[src/rtl/gal_prog_pkg.sv]
// rtl/gal_prog_pkg.sv - shared types and constants for the GAL fuse programmer
package gal_prog_pkg;

  typedef enum logic [2:0] {
    ST_IDLE,
    ST_SHIFT_LO,
    ST_SHIFT_HI,
    ST_SETUP,
    ST_PULSE,
    ST_HOLD
  } gal_prog_state_t;

  localparam int ERASE_ADDR       = 63;
  localparam int GAL16V8_ROW_BITS = 64;
  localparam int CNT_W            = 16;

endpackage

[src/rtl/gal_prog_timer.sv]
// rtl/gal_prog_timer.sv - loadable down-counter shared by every timed programming state
module gal_prog_timer
  import gal_prog_pkg::*;
(
  input  logic             clk,
  input  logic             rst_n,
  input  logic             load,
  input  logic [CNT_W-1:0] load_val,
  output logic             zero
);

  logic [CNT_W-1:0] cnt;

  always_ff @(posedge clk or negedge rst_n) begin
    if (!rst_n) begin
      cnt <= '0;
    end else if (load) begin
      cnt <= load_val;
    end else if (cnt != '0) begin
      cnt <= cnt - 1'b1;
    end
  end

  assign zero = (cnt == '0);

endmodule

[src/rtl/gal_fuse_programmer.sv]
// rtl/gal_fuse_programmer.sv - serialises fuse rows onto SDIN/SCLK and strobes program/erase pulses
module gal_fuse_programmer
  import gal_prog_pkg::*;
#(
  parameter int ROW_BITS     = GAL16V8_ROW_BITS,
  parameter int ADDR_BITS    = 6,
  parameter int DIV          = 4,
  parameter int SETUP_CYCLES = 8,
  parameter int PULSE_CYCLES = 1000,
  parameter int ERASE_CYCLES = 10000
) (
  input  logic                 C,
  input  logic                 R_N,
  input  logic                 row_valid,
  output logic                 row_ready,
  input  logic [ADDR_BITS-1:0] row_addr,
  input  logic [ROW_BITS-1:0]  row_data,
  input  logic                 erase_req,
  output logic                 busy,
  output logic                 done,
  output logic                 SDIN,
  output logic                 SCLK,
  output logic                 STB,
  output logic                 PV,
  output logic [ADDR_BITS-1:0] RA
);

  localparam int IDX_W = (ROW_BITS > 1) ? $clog2(ROW_BITS) : 1;

  gal_prog_state_t      state, state_n;
  logic [ROW_BITS-1:0]  shreg, shreg_n;
  logic [IDX_W-1:0]     bit_idx, bit_n;
  logic [ADDR_BITS-1:0] ra_n;
  logic                 is_erase, is_erase_n;
  logic                 sdin_n;
  logic                 done_n;
  logic                 tmr_load;
  logic [CNT_W-1:0]     tmr_val;
  logic                 tmr_zero;

  gal_prog_timer u_timer (
    .clk      (C),
    .rst_n    (R_N),
    .load     (tmr_load),
    .load_val (tmr_val),
    .zero     (tmr_zero)
  );

  assign row_ready = (state == ST_IDLE) && !erase_req;

  always_ff @(posedge C or negedge R_N) begin
    if (!R_N) begin
      state    <= ST_IDLE;
      shreg    <= '0;
      bit_idx  <= '0;
      is_erase <= 1'b0;
      SDIN     <= 1'b0;
      SCLK     <= 1'b0;
      STB      <= 1'b1;
      PV       <= 1'b0;
      RA       <= '0;
      busy     <= 1'b0;
      done     <= 1'b0;
    end else begin
      state    <= state_n;
      shreg    <= shreg_n;
      bit_idx  <= bit_n;
      is_erase <= is_erase_n;
      SDIN     <= sdin_n;
      // Pins are decoded from the next state so they change together with it.
      SCLK     <= (state_n == ST_SHIFT_HI);
      STB      <= (state_n != ST_PULSE);
      PV       <= (state_n != ST_IDLE);
      RA       <= ra_n;
      busy     <= (state_n != ST_IDLE);
      done     <= done_n;
    end
  end

  always_comb begin
    state_n    = state;
    shreg_n    = shreg;
    bit_n      = bit_idx;
    ra_n       = RA;
    is_erase_n = is_erase;
    done_n     = 1'b0;
    tmr_load   = 1'b0;
    tmr_val    = '0;

    case (state)
      ST_IDLE: begin
        if (erase_req) begin
          state_n    = ST_SETUP;
          ra_n       = ADDR_BITS'(ERASE_ADDR);
          is_erase_n = 1'b1;
          tmr_load   = 1'b1;
          tmr_val    = CNT_W'(SETUP_CYCLES - 1);
        end else if (row_valid) begin
          state_n    = ST_SHIFT_LO;
          shreg_n    = row_data;
          ra_n       = row_addr;
          bit_n      = '0;
          is_erase_n = 1'b0;
          tmr_load   = 1'b1;
          tmr_val    = CNT_W'(DIV - 1);
        end
      end
      ST_SHIFT_LO: begin
        if (tmr_zero) begin
          state_n  = ST_SHIFT_HI;
          tmr_load = 1'b1;
          tmr_val  = CNT_W'(DIV - 1);
        end
      end
      ST_SHIFT_HI: begin
        if (tmr_zero) begin
          shreg_n  = shreg >> 1;
          tmr_load = 1'b1;
          if (bit_idx == IDX_W'(ROW_BITS - 1)) begin
            state_n = ST_SETUP;
            tmr_val = CNT_W'(SETUP_CYCLES - 1);
          end else begin
            state_n = ST_SHIFT_LO;
            bit_n   = bit_idx + IDX_W'(1);
            tmr_val = CNT_W'(DIV - 1);
          end
        end
      end
      ST_SETUP: begin
        if (tmr_zero) begin
          state_n  = ST_PULSE;
          tmr_load = 1'b1;
          tmr_val  = is_erase ? CNT_W'(ERASE_CYCLES - 1) : CNT_W'(PULSE_CYCLES - 1);
        end
      end
      ST_PULSE: begin
        if (tmr_zero) begin
          state_n  = ST_HOLD;
          tmr_load = 1'b1;
          tmr_val  = CNT_W'(SETUP_CYCLES - 1);
        end
      end
      ST_HOLD: begin
        if (tmr_zero) begin
          state_n = ST_IDLE;
          done_n  = 1'b1;
        end
      end
      default: state_n = ST_IDLE;
    endcase

    // SDIN only moves on entry to a low clock phase, so it is stable under SCLK high.
    sdin_n = (state_n == ST_SHIFT_LO && state != ST_SHIFT_LO) ? shreg_n[0] : SDIN;
  end

endmodule

[config.mk]
export PLATFORM = sky130hd
export DESIGN_NAME = gal_fuse_programmer
export DESIGN_NICKNAME = d
export VERILOG_FILES = /design/src/rtl/gal_prog_pkg.sv /design/src/rtl/gal_prog_timer.sv /design/src/rtl/gal_fuse_programmer.sv
export SDC_FILE = /design/constraint.sdc
export NUM_CORES = 1
export LEC_CHECK = 0
export CORE_ASPECT_RATIO = 2
export CORE_MARGIN = 3
export CORE_UTILIZATION = 35
export CTS_BUF_LIST = sky130_fd_sc_hd__clkbuf_8
export CTS_CLUSTER_SIZE = 20
export DETAILED_ROUTE_END_ITERATION = 10
export PLACE_DENSITY_LB_ADDON = 0.25
export SLEW_MARGIN = 20
export SYNTH_ARGS = -nofsm -noshare
export SYNTH_HDL_FRONTEND = slang
export SYNTH_HIERARCHICAL = 1
export SYNTH_SLANG_ARGS = --single-unit
[constraint.sdc]
create_clock -name C -period 4.7 [get_ports C]
set_input_delay 0.94 -clock C [delete_from_list [all_inputs] [get_ports C]]
set_output_delay 0.94 -clock C [all_outputs]
set_load 0.01 [all_outputs]
==> results of run 1 <==
registers in the layout, indices dropped and copies added, names as in the netlist:
| signal | count |
|---|---|
| PV | 1 |
| RA | 6 |
| SCLK | 1 |
| SDIN | 1 |
| STB | 1 |
| bit_idx | 6 |
| done | 1 |
| is_erase | 1 |
| shreg | 64 |
| state | 3 |
| u_timer/cnt | 16 |
layer usage:
layer | vias up | GRT usage (%) | part of all wire, %
li1 | 1935 | - | -
met1 | 1938 | 17.3 | 41
met2 | 94 | 28.1 | 54
met3 | 19 | 2.78 | 3.5
met4 | 0 | 5.31 | 2.0
met5 | - | 0 | 0
final cells by class:
| class | count | area, um2 | area share (%) |
|---|---|---|---|
| clock buffers | 9 | 124 | 2.04 |
| clock inverters | 7 | 63.8 | 1.05 |
| inverters | 7 | 26.3 | 0.433 |
| multi-input cells | 377 | 2190 | 36.1 |
| flip-flops and latches | 101 | 2530 | 41.6 |
| well taps | 186 | 233 | 3.83 |
| repair buffers | 92 | 903 | 14.9 |
kinds of logic (layout without fill, tap and decap cells):
| logic type | after synthesis | count (layout) | share of synthesized area [%] |
|---|---|---|---|
| muxes | 13 | 13 | 2.85 |
| DFF | 101 | 101 | 51.5 |
| buffers and inverters | 44 | 115 | 4.31 |
| AOI/OAI and AO/OA | 111 | 111 | 16.0 |
| adders and majority gates | 2 | 2 | 0.510 |
| other | 1 | 5 | 0.0764 |
| xor gates and xnor gates | 9 | 9 | 1.61 |
| and+or+nand+nor | 237 | 237 | 23.2 |
critical path: cells and delay by family, from the launching register on:
kind	cells	cell delay (ns)
AOI/OAI and AO/OA	2	0.58
adders and majority gates	1	0.21
buffers and inverters	1	0.10
DFF	1	0.41
muxes	1	0.26
and+or+nand+nor	4	1.97
worst max path at each step:
stage	startpoint	end	slack (ns)	depth (start not counted)
2_1_floorplan	u_timer/cnt[0]	u_timer/cnt[11]	1.35	14
3_3_place_gp	erase_req	row_ready	1.09	3
3_5_place_dp	u_timer/cnt[0]	SDIN	1.05	9
4_1_cts	u_timer/cnt[0]	SDIN	1.05	9
5_1_grt	u_timer/cnt[0]	SDIN	0.85	9
6_report	u_timer/cnt[0]	SDIN	1.07	9
report_power, final:
group	leakage [nW]	switching [mW]	internal, mW	total (mW)
clock	0.0938	0.327	0.204	0.531
combinational	1.38	0.179	0.203	0.381
sequential	1.30	0.129	0.998	1.13
metrics by stage:
stage                     power (mW)  cells
after floorplan                 1.36    522
after global placement          1.50    763
after detailed placement        1.53    763
after CTS                       2.07    779
after global routing            2.17    779
final                           2.04    779
placed cells by master, fill, tap and decap left out, types with 2 or more instances in the layout:
| cell type | count |
|---|---|
| and3_1 | 2 |
| o21ai_1 | 6 |
| mux2i_1 | 8 |
| dfrtp_1 | 100 |
| clkbuf_8 | 9 |
| nor4_1 | 4 |
| nor4_4 | 3 |
| ha_1 | 2 |
| nor2_1 | 33 |
| nand3_1 | 6 |
| xnor2_1 | 8 |
| conb_1 | 5 |
| o22a_1 | 6 |
| o21ai_0 | 2 |
| mux2_1 | 2 |
| nand2b_1 | 5 |
| nor3_1 | 4 |
| nor2b_1 | 2 |
| and2_1 | 3 |
| clkdlybuf4s50_1 | 85 |
| mux2_2 | 2 |
| inv_6 | 4 |
| inv_1 | 7 |
| o31ai_1 | 8 |
| or4_1 | 5 |
| nand2_1 | 147 |
| buf_4 | 7 |
| or3_1 | 2 |
| a31oi_1 | 3 |
| a21oi_1 | 16 |
| nand3b_1 | 5 |
| a22oi_1 | 62 |
==> run_results.csv, run 1 <==
group,metric,value,unit
run_status,outcome,"finished, final reports clean",
cells_and_area,fin_area,6070,um2
floorplanning,pin_count,87,
worst_setup_path,cp_cell_sequence,"inv_1 -> ha_1 -> or4b_4 -> or4_4 -> nor4b_4 -> and4bb_2 -> a21oi_4 -> a221o_1 -> mux2_4",
worst_setup_path,r2r-end,"SDIN",
place,place_congestion,0.793,
cells_and_area,final_nets,664,
worst_hold_path,whs_path_depth,2,
clocking,tritoncts,"yes",
logic_synthesis,ys_types,59,
worst_hold_path,hold_end,"shreg[57]",
logic_synthesis,ys_seq_area_share,51.5,%
worst_setup_path,critical_path.startpoint_type,"flop",
logic_synthesis,synth_top_area_cell,"dfrtp_1",
sta,hold-worst-slack,0.486,ns
drt,drt_iter0_drc,187,
sta,finalCriticalPeriod,3.63,ns
clocking,clk_latency,0.37,ns
sta,timing.final.ws_setup,1.07,ns
logic_synthesis,yosys-top-cells-area,"dfrtp_1, nand2_1, a22oi_1",
worst_setup_path,cp_slowest_cell,"nor4b_4",
place,portBuffers,86,
logic_synthesis,yosysMostFrequentCell,"nand2_1",
sta,worst_pin_slew,1.00,ns
worst_setup_path,worstPathRequired,4.97,ns
floorplanning,core_area,13600,um2
floorplanning,start_util,36.1,%
cells_and_area,fin_util,44.7,%
floorplanning,dieArea,15600,um2
clocking,cts_max_path_buffers,2,
worst_setup_path,path_class,"reg2reg",
logic_synthesis,synth_top_area_share,51.0,%
worst_setup_path,r2r_cells,9,
drt,vias_per_cell,5.12,
sta,slew_viol_final,0,
sta,rsz0062_at_grt,"no",
cells_and_area,num_antenna_cells,0,
worst_setup_path,regToRegSetupSlack,1.07,ns
sta,min_period_over_period,77.3,%
floorplanning,die_width,89.8,um
floorplanning,die_h,173,um
global_routing,grt_max_degree,79,
floorplanning,fp-row-count,60,
drt,ant_nets,0,
clocking,cts_max_level,3,
worst_setup_path,critPathArrivalTime,3.90,ns
clocking,cts_root_buf,"clkbuf_8",
place,dp_hpwl,8200,um
sta,fin_worst_skew,0.0197,ns
worst_setup_path,worstPathMaxFanout,35,
drt,drc,0,
drt,via_count,3986,
worst_hold_path,hp-start,"shreg[57]",
clocking,clk_pin_slew_worst_paths,0.11,ns
clocking,ctsHoldBuffers,0,
job,cap_violations,0,
logic_synthesis,synthCells,518,
logic_synthesis,synth_common_cells,"nand2_1, dfrtp_1, a22oi_1",
global_routing,grt_pass1_vias,4178,
logic_synthesis,synthFlopType,"dfrtp_1",
worst_setup_path,critPathCaptureType,"flop",
place,place_area,5880,um2
clocking,cts_buffers,9,
cells_and_area,fillers,1349,
sta,setup_viol,0,
worst_setup_path,r2r_start,"u_timer/cnt[0]",
worst_setup_path,slowest_delay,0.59,ns
logic_synthesis,ys_ff_latch,101,
cells_and_area,area_growth,23.7,%
clocking,cts_resized,0,
global_routing,track_usage,15.2,%
drt,wirelength,11500,um
drt,dr.pass1.iters,4,
global_routing,grt_pass1_wl,19700,um
sta,max_freq,0.275,GHz
clocking,cts_setup_buffers,0,
worst_hold_path,hold_path_class,"reg2reg",
logic_synthesis,yosys_warnings,6,
drt,wl_per_cell,14.8,um
sta,slew-limit-headroom,33.1,%
sta,hold_violations,0,
pwr,power.leakage,2.78,nW
pwr,pwr_density_cell,336,nW/um2
pwr,ir_worst_vdd,170,uV
clocking,clkSinkCount,101,
logic_synthesis,synth_async_sr_flop_share,100,%
cells_and_area,drive_above_1_share,7.08,%
logic_synthesis,synth_edf_count,0,
logic_synthesis,synth_area,4910,um2
sta,fin_setup_tns,0,ns
place,pre_cts_ws,1.05,ns
logic_synthesis,syn_avg_cell_area,9.48,um2
global_routing,antenna_found_initial,0,
global_routing,grt-ovfl-total,0,
Power figures use the tool's default switching activity.
==> run 2: changes to the inputs <==
Clock period 4.7 ns to 3.5 ns, I/O delays scaled along.
==> run_results.csv, run 2 (synthesized netlist as in run 1, its figures left out) <==
group,metric,value,unit
run_status,outcome,"finished, final reports clean",
worst_setup_path,critical_path.startpoint_type,"flop",
drt,dr.pass1.iters,5,
cells_and_area,final_common_cell,"nand2_1",
global_routing,grt_pass1_wl,20000,um
sta,fin_setup_tns,0,ns
sta,timing.final.ws_setup,0.243,ns
cells_and_area,seqCellArea,2530,um2
worst_setup_path,r2r_start,"u_timer/cnt[0]",
floorplanning,pin_count,87,
worst_setup_path,critPathCaptureType,"flop",
worst_setup_path,regToRegSetupSlack,0.24,ns
floorplanning,dieArea,15600,um2
worst_setup_path,r2r_cells,12,
worst_setup_path,worstPathRequired,3.81,ns
clocking,clkSinkCount,101,
cells_and_area,multiInputGateArea,2190,um2
floorplanning,start_util,36.1,%
worst_setup_path,slowest_delay,0.48,ns
global_routing,antenna_found_initial,0,
global_routing,grt-ovfl-total,0,
pwr,internal_power,1.89,mW
pwr,p_sw,863,uW
sta,slew-limit-headroom,55.8,%
sta,worst_pin_slew,0.662,ns
cells_and_area,fin_util,45.2,%
cells_and_area,largest_register_ff_count,64,
sta,finalCriticalPeriod,3.26,ns
worst_setup_path,crit_end,"SDIN",
cells_and_area,top_regs,"shreg x64, u_timer/cnt x16",
sta,slew_viol_final,0,
clocking,cts_max_path_buffers,2,
worst_setup_path,cp_cell_sequence,"inv_1 -> ha_1 -> or4b_4 -> or4_4 -> nor4b_4 -> buf_4 -> buf_4 -> and4bb_2 -> buf_12 -> and2_1 -> a221o_1 -> mux2_4",
pwr,clockPowerShare,25.8,%
sta,setup_viol,0,
sta,hold_violations,0,
clocking,cts_buffers,9,
sta,rsz0062_at_grt,"no",
cells_and_area,num_antenna_cells,0,
place,place_congestion,0.796,
floorplanning,die_width,89.8,um
drt,wl_per_cell,14.8,um
cells_and_area,layout_common_cells,"nand2_1, dfrtp_1, clkdlybuf4s50_1, a22oi_1, nor2_1",
drt,drc,0,
pwr,swShare,31.4,%
place,portBuffers,86,
worst_setup_path,path_common_cell,"buf_4",
cells_and_area,final_nets,672,
place,pre_cts_ws,0.107,ns
cells_and_area,area_growth,25.2,%
global_routing,grt_max_degree,65,
clocking,cts_max_level,3,
cells_and_area,max_flop_register,"shreg",
pwr,p_comb_share,19.1,%
cells_and_area,fillers,1349,
pwr,pwr_density_cell,447,nW/um2
floorplanning,core_area,13600,um2
clocking,clk_latency,0.37,ns
worst_setup_path,cp_slowest_cell,"or4b_4",
clocking,cts_root_buf,"clkbuf_8",
drt,wirelength,11600,um
sta,max_freq,0.307,GHz
place,dp_hpwl,8330,um
sta,min_period_over_period,93.0,%
worst_setup_path,worstPathMaxFanout,64,
cells_and_area,drive_above_1_share,8.17,%
global_routing,track_usage,15.3,%
floorplanning,die_h,173,um
drt,via_count,4030,
worst_setup_path,critPathArrivalTime,3.57,ns
clocking,clk_pin_slew_worst_paths,0.10,ns
drt,ant_nets,0,
drt,drt_iter0_drc,158,
worst_setup_path,cp-startpoint,"u_timer/cnt[0]",
worst_setup_path,path_class,"reg2reg",
pwr,seqPwrFrac,55.1,%
floorplanning,fp-row-count,60,
sta,fin_worst_skew,0.0110,ns
drt,vias_per_cell,5.13,
worst_hold_path,hold_path_class,"in2async",
global_routing,grt_pass1_vias,4169,
clocking,tritoncts,"yes",
job,cap_violations,0,
pwr,ir_worst_vdd,236,uV
pwr,power.leakage,2.82,nW
worst_setup_path,r2r-end,"SDIN",
-- run 2: per-stage QoR --
| step | area [um2] | std cells | total power, mW | hold slack (ns) |
|---|---|---|---|---|
| 2_1_floorplan | 4920 | 522 | 1.83 | 0.404 |
| 3_3_place_gp | 5950 | 769 | 2.04 | 0.452 |
| 3_5_place_dp | 5950 | 769 | 2.06 | 0.463 |
| 4_1_cts | 6130 | 784 | 2.78 | 0.337 |
| 5_1_grt | 6150 | 786 | 2.91 | 0.359 |
| 6_report | 6150 | 786 | 2.75 | 0.327 |
-- run 2: worst min-delay path by stage --
| stage | start | to | slack [ns] | depth (start not counted) |
|---|---|---|---|---|
| 2_1_floorplan | R_N | PV | 0.40 | 0 |
| 3_3_place_gp | shreg[1] | shreg[1] | 0.45 | 2 |
| 3_5_place_dp | shreg[19] | shreg[19] | 0.46 | 2 |
| 4_1_cts | R_N | bit_idx[3] | 0.34 | 1 |
| 5_1_grt | R_N | bit_idx[3] | 0.36 | 1 |
| 6_report | R_N | bit_idx[3] | 0.33 | 1 |
-- run 2: power by group through the flow --
stage | Sequential [mW] | Combinational (mW) | Clock, mW
4_1_cts | 1.51 | 0.530 | 0.740
6_report | 1.52 | 0.525 | 0.709
3_3_place_gp | 1.53 | 0.508 | 0
3_5_place_dp | 1.53 | 0.528 | 0
5_1_grt | 1.54 | 0.594 | 0.779
2_1_floorplan | 1.47 | 0.359 | 0
-- run 2: cell type report --
cell class | instances | area share (%)
flip-flops and latches | 101 | 41.1
multi-input cells | 377 | 35.7
repair buffers | 100 | 16.1
well taps | 186 | 3.79
clock buffers | 9 | 2.02
clock inverters | 6 | 0.875
inverters | 7 | 0.427
-- run 2: critical path, delay by kind of cell (launching register included) --
family                     cells  cell delay (ns)
DFF                            1             0.42
AOI/OAI and AO/OA              1             0.13
and+or+nand+nor                5             1.61
muxes                          1             0.15
adders and majority gates      1             0.21
buffers and inverters          4             0.69
-- run 2: routing by layer --
metal | track usage (%) | up-vias | share of wire [%]
met2 | 27.4 | 89 | 55
met3 | 2.35 | 15 | 2.9
met5 | 0 | - | 0
li1 | - | 1951 | -
met1 | 18.5 | 1975 | 40
met4 | 5.57 | 0 | 2.1
-- run 2: repair_timing --
action / CTS / global route
setup buffers: 0 / 2
resized for setup: 0 / 0
hold buffers: 0 / 0
endpoints found under the setup margin: 0 / 76
==> run 3: changes to the inputs <==
Settings changed: CORE_ASPECT_RATIO 2 to 1.1, RECOVER_POWER set to 50.
==> run_results.csv, run 3 (synthesized netlist as in run 1, its figures left out) <==
group,metric,value,unit
cells_and_area,fillers,1308,
cells_and_area,largest_register_ff_count,64,
floorplanning,die_h,130,um
clocking,clkSinkCount,101,
worst_setup_path,cp.buffers_inverters,3,
global_routing,antenna_found_initial,0,
drt,vias_per_cell,5.01,
worst_setup_path,cp_slowest_cell,"or4b_4",
sta,slew_viol_final,102,
place,place_congestion,0.813,
worst_setup_path,critical_path.startpoint_type,"flop",
worst_hold_path,hold_path_class,"reg2reg",
global_routing,grt-ovfl-total,0,
job,cap_violations,1,
global_routing,grt_pass1_wl,18100,um
cells_and_area,num_antenna_cells,0,
cells_and_area,fin_cells,780,
clocking,cts_root_buf,"clkbuf_8",
global_routing,grt_pass1_vias,3739,
sta,finalCriticalPeriod,3.26,ns
clocking,cts_max_path_buffers,2,
clocking,cts_resized,0,
run_status,violations,"capacitance limit, slew limit",
pwr,swShare,29.1,%
pwr,internal_power,2.02,mW
sta,slew-limit-headroom,-62.7,%
drt,drc,0,
clocking,cts_buffers,9,
run_status,outcome,"finished, violations left",
floorplanning,fp-row-count,44,
pwr,ir_worst_vdd,322,uV
cells_and_area,max_flop_register,"shreg",
clocking,clk_pin_slew_worst_paths,0.11,ns
floorplanning,core_area,13500,um2
sta,setup_viol,0,
clocking,ctsHoldBuffers,0,
pwr,power.leakage,2.81,nW
sta,max_freq,0.307,GHz
global_routing,grt_max_degree,102,
worst_setup_path,worstPathRequired,3.76,ns
sta,min_period_over_period,93.1,%
sta,hold_violations,0,
drt,drt_iter0_drc,154,
worst_setup_path,slowest_delay,0.53,ns
pwr,clockPowerShare,29.0,%
floorplanning,pin_count,87,
worst_setup_path,path_class,"reg2reg",
cells_and_area,drive_above_1_share,7.21,%
worst_setup_path,cpLargestDelayFamily,"simple AND/OR/NAND/NOR gates",
pwr,p_sw,830,uW
worst_setup_path,critPathArrivalTime,3.52,ns
drt,wl_per_cell,13.7,um
pwr,total_power,2.85,mW
cells_and_area,final_common_cell,"nand2_1",
floorplanning,die_width,119,um
drt,via_count,3910,
cells_and_area,area_growth,25.1,%
worst_setup_path,critPathCaptureType,"flop",
clocking,cts_max_level,3,
pwr,seqPwrFrac,53.0,%
cells_and_area,layout_common_cells,"nand2_1, dfrtp_1, clkdlybuf4s50_1, a22oi_1, nor2_1",
sta,fin_worst_skew,0.0152,ns
global_routing,track_usage,14.1,%
drt,ant_nets,0,
cells_and_area,final_nets,667,
drt,dr.pass1.iters,5,
clocking,clk_latency,0.38,ns
sta,fin_setup_tns,0,ns
place,portBuffers,86,
worst_setup_path,cp_cell_sequence,"inv_1 -> ha_1 -> or4b_4 -> or4_4 -> nor4b_4 -> buf_4 -> a21oi_1 -> a21oi_1 -> inv_1 -> mux2_2",
place,dp_hpwl,7120,um
worst_setup_path,worstPathMaxFanout,11,
place,dp_cells,764,
floorplanning,start_util,36.4,%
clocking,tritoncts,"yes",
drt,wirelength,10700,um
sta,worst_pin_slew,2.44,ns
clocking,cts_setup_buffers,0,
pwr,p_comb_share,17.9,%
cells_and_area,top_regs,"shreg x64, u_timer/cnt x16",
sta,rsz0062_at_grt,"no",
pwr,pwr_density_cell,464,nW/um2
floorplanning,dieArea,15500,um2
==> run 3: power by group through the flow <==
stage	combinational (mW)	clock (mW)	sequential (mW)
2_1_floorplan	0.359	0	1.47
3_3_place_gp	0.502	0	1.52
3_5_place_dp	0.520	0	1.53
4_1_cts	0.521	0.859	1.51
5_1_grt	0.578	0.910	1.54
6_report	0.512	0.828	1.51
==> run 3: final timing paths <==
kind	startpoint	to	slack [ns]	cells after the start
worst min-delay path	shreg[1]	shreg[1]	0.47	2
worst min register to register	shreg[1]	shreg[1]	0.47	2
min in group asynchronous	R_N	RA[0]	1.18	2
max in group asynchronous	R_N	shreg[21]	0.90	2
worst max register to register	u_timer/cnt[0]	u_timer/cnt[1]	0.24	10
worst max-delay path	u_timer/cnt[0]	u_timer/cnt[1]	0.24	10
==> run 3: worst reg2reg max path, delay by kind of cell (launching register included) <==
kind | cells | cell delay, ns
and+or+nand+nor | 3 | 1.31
adders and majority gates | 1 | 0.21
DFF | 1 | 0.43
AOI/OAI and AO/OA | 2 | 0.30
muxes | 1 | 0.34
buffers and inverters | 3 | 0.55
==> run 3: metal layers <==
layer  GRT usage (%)  share of wire [%]  wire length, um
met2            22.8                 48             5130
met3            4.33                5.6              599
met4            3.95               0.95              101
met1            18.6                 45             4840
met5               0                  0                0
==> run 3: through the flow <==
step                util (%)  hold WS [ns]  worst slack, ns  instance area (um2)
detailed placement      44.1         0.455            0.205                 5940
finish                  45.5         0.474            0.242                 6140
global route            45.5         0.509           0.0280                 6140
floorplan                  -         0.404            0.150                 4920
global placement        44.1         0.453            0.289                 5940
CTS                     45.7         0.391            0.166                 6160
==> run 3: layout make-up <==
type / instances / area, um2 / share of cell area, %
Clock buffer: 9 / 124 / 2.02
Clock inverter: 7 / 97.6 / 1.59
Inverter: 7 / 26.3 / 0.428
Multi-Input combinational cell: 377 / 2190 / 35.6
Sequential cell: 101 / 2530 / 41.2
Tap cell: 184 / 230 / 3.75
Timing Repair Buffer: 95 / 948 / 15.4
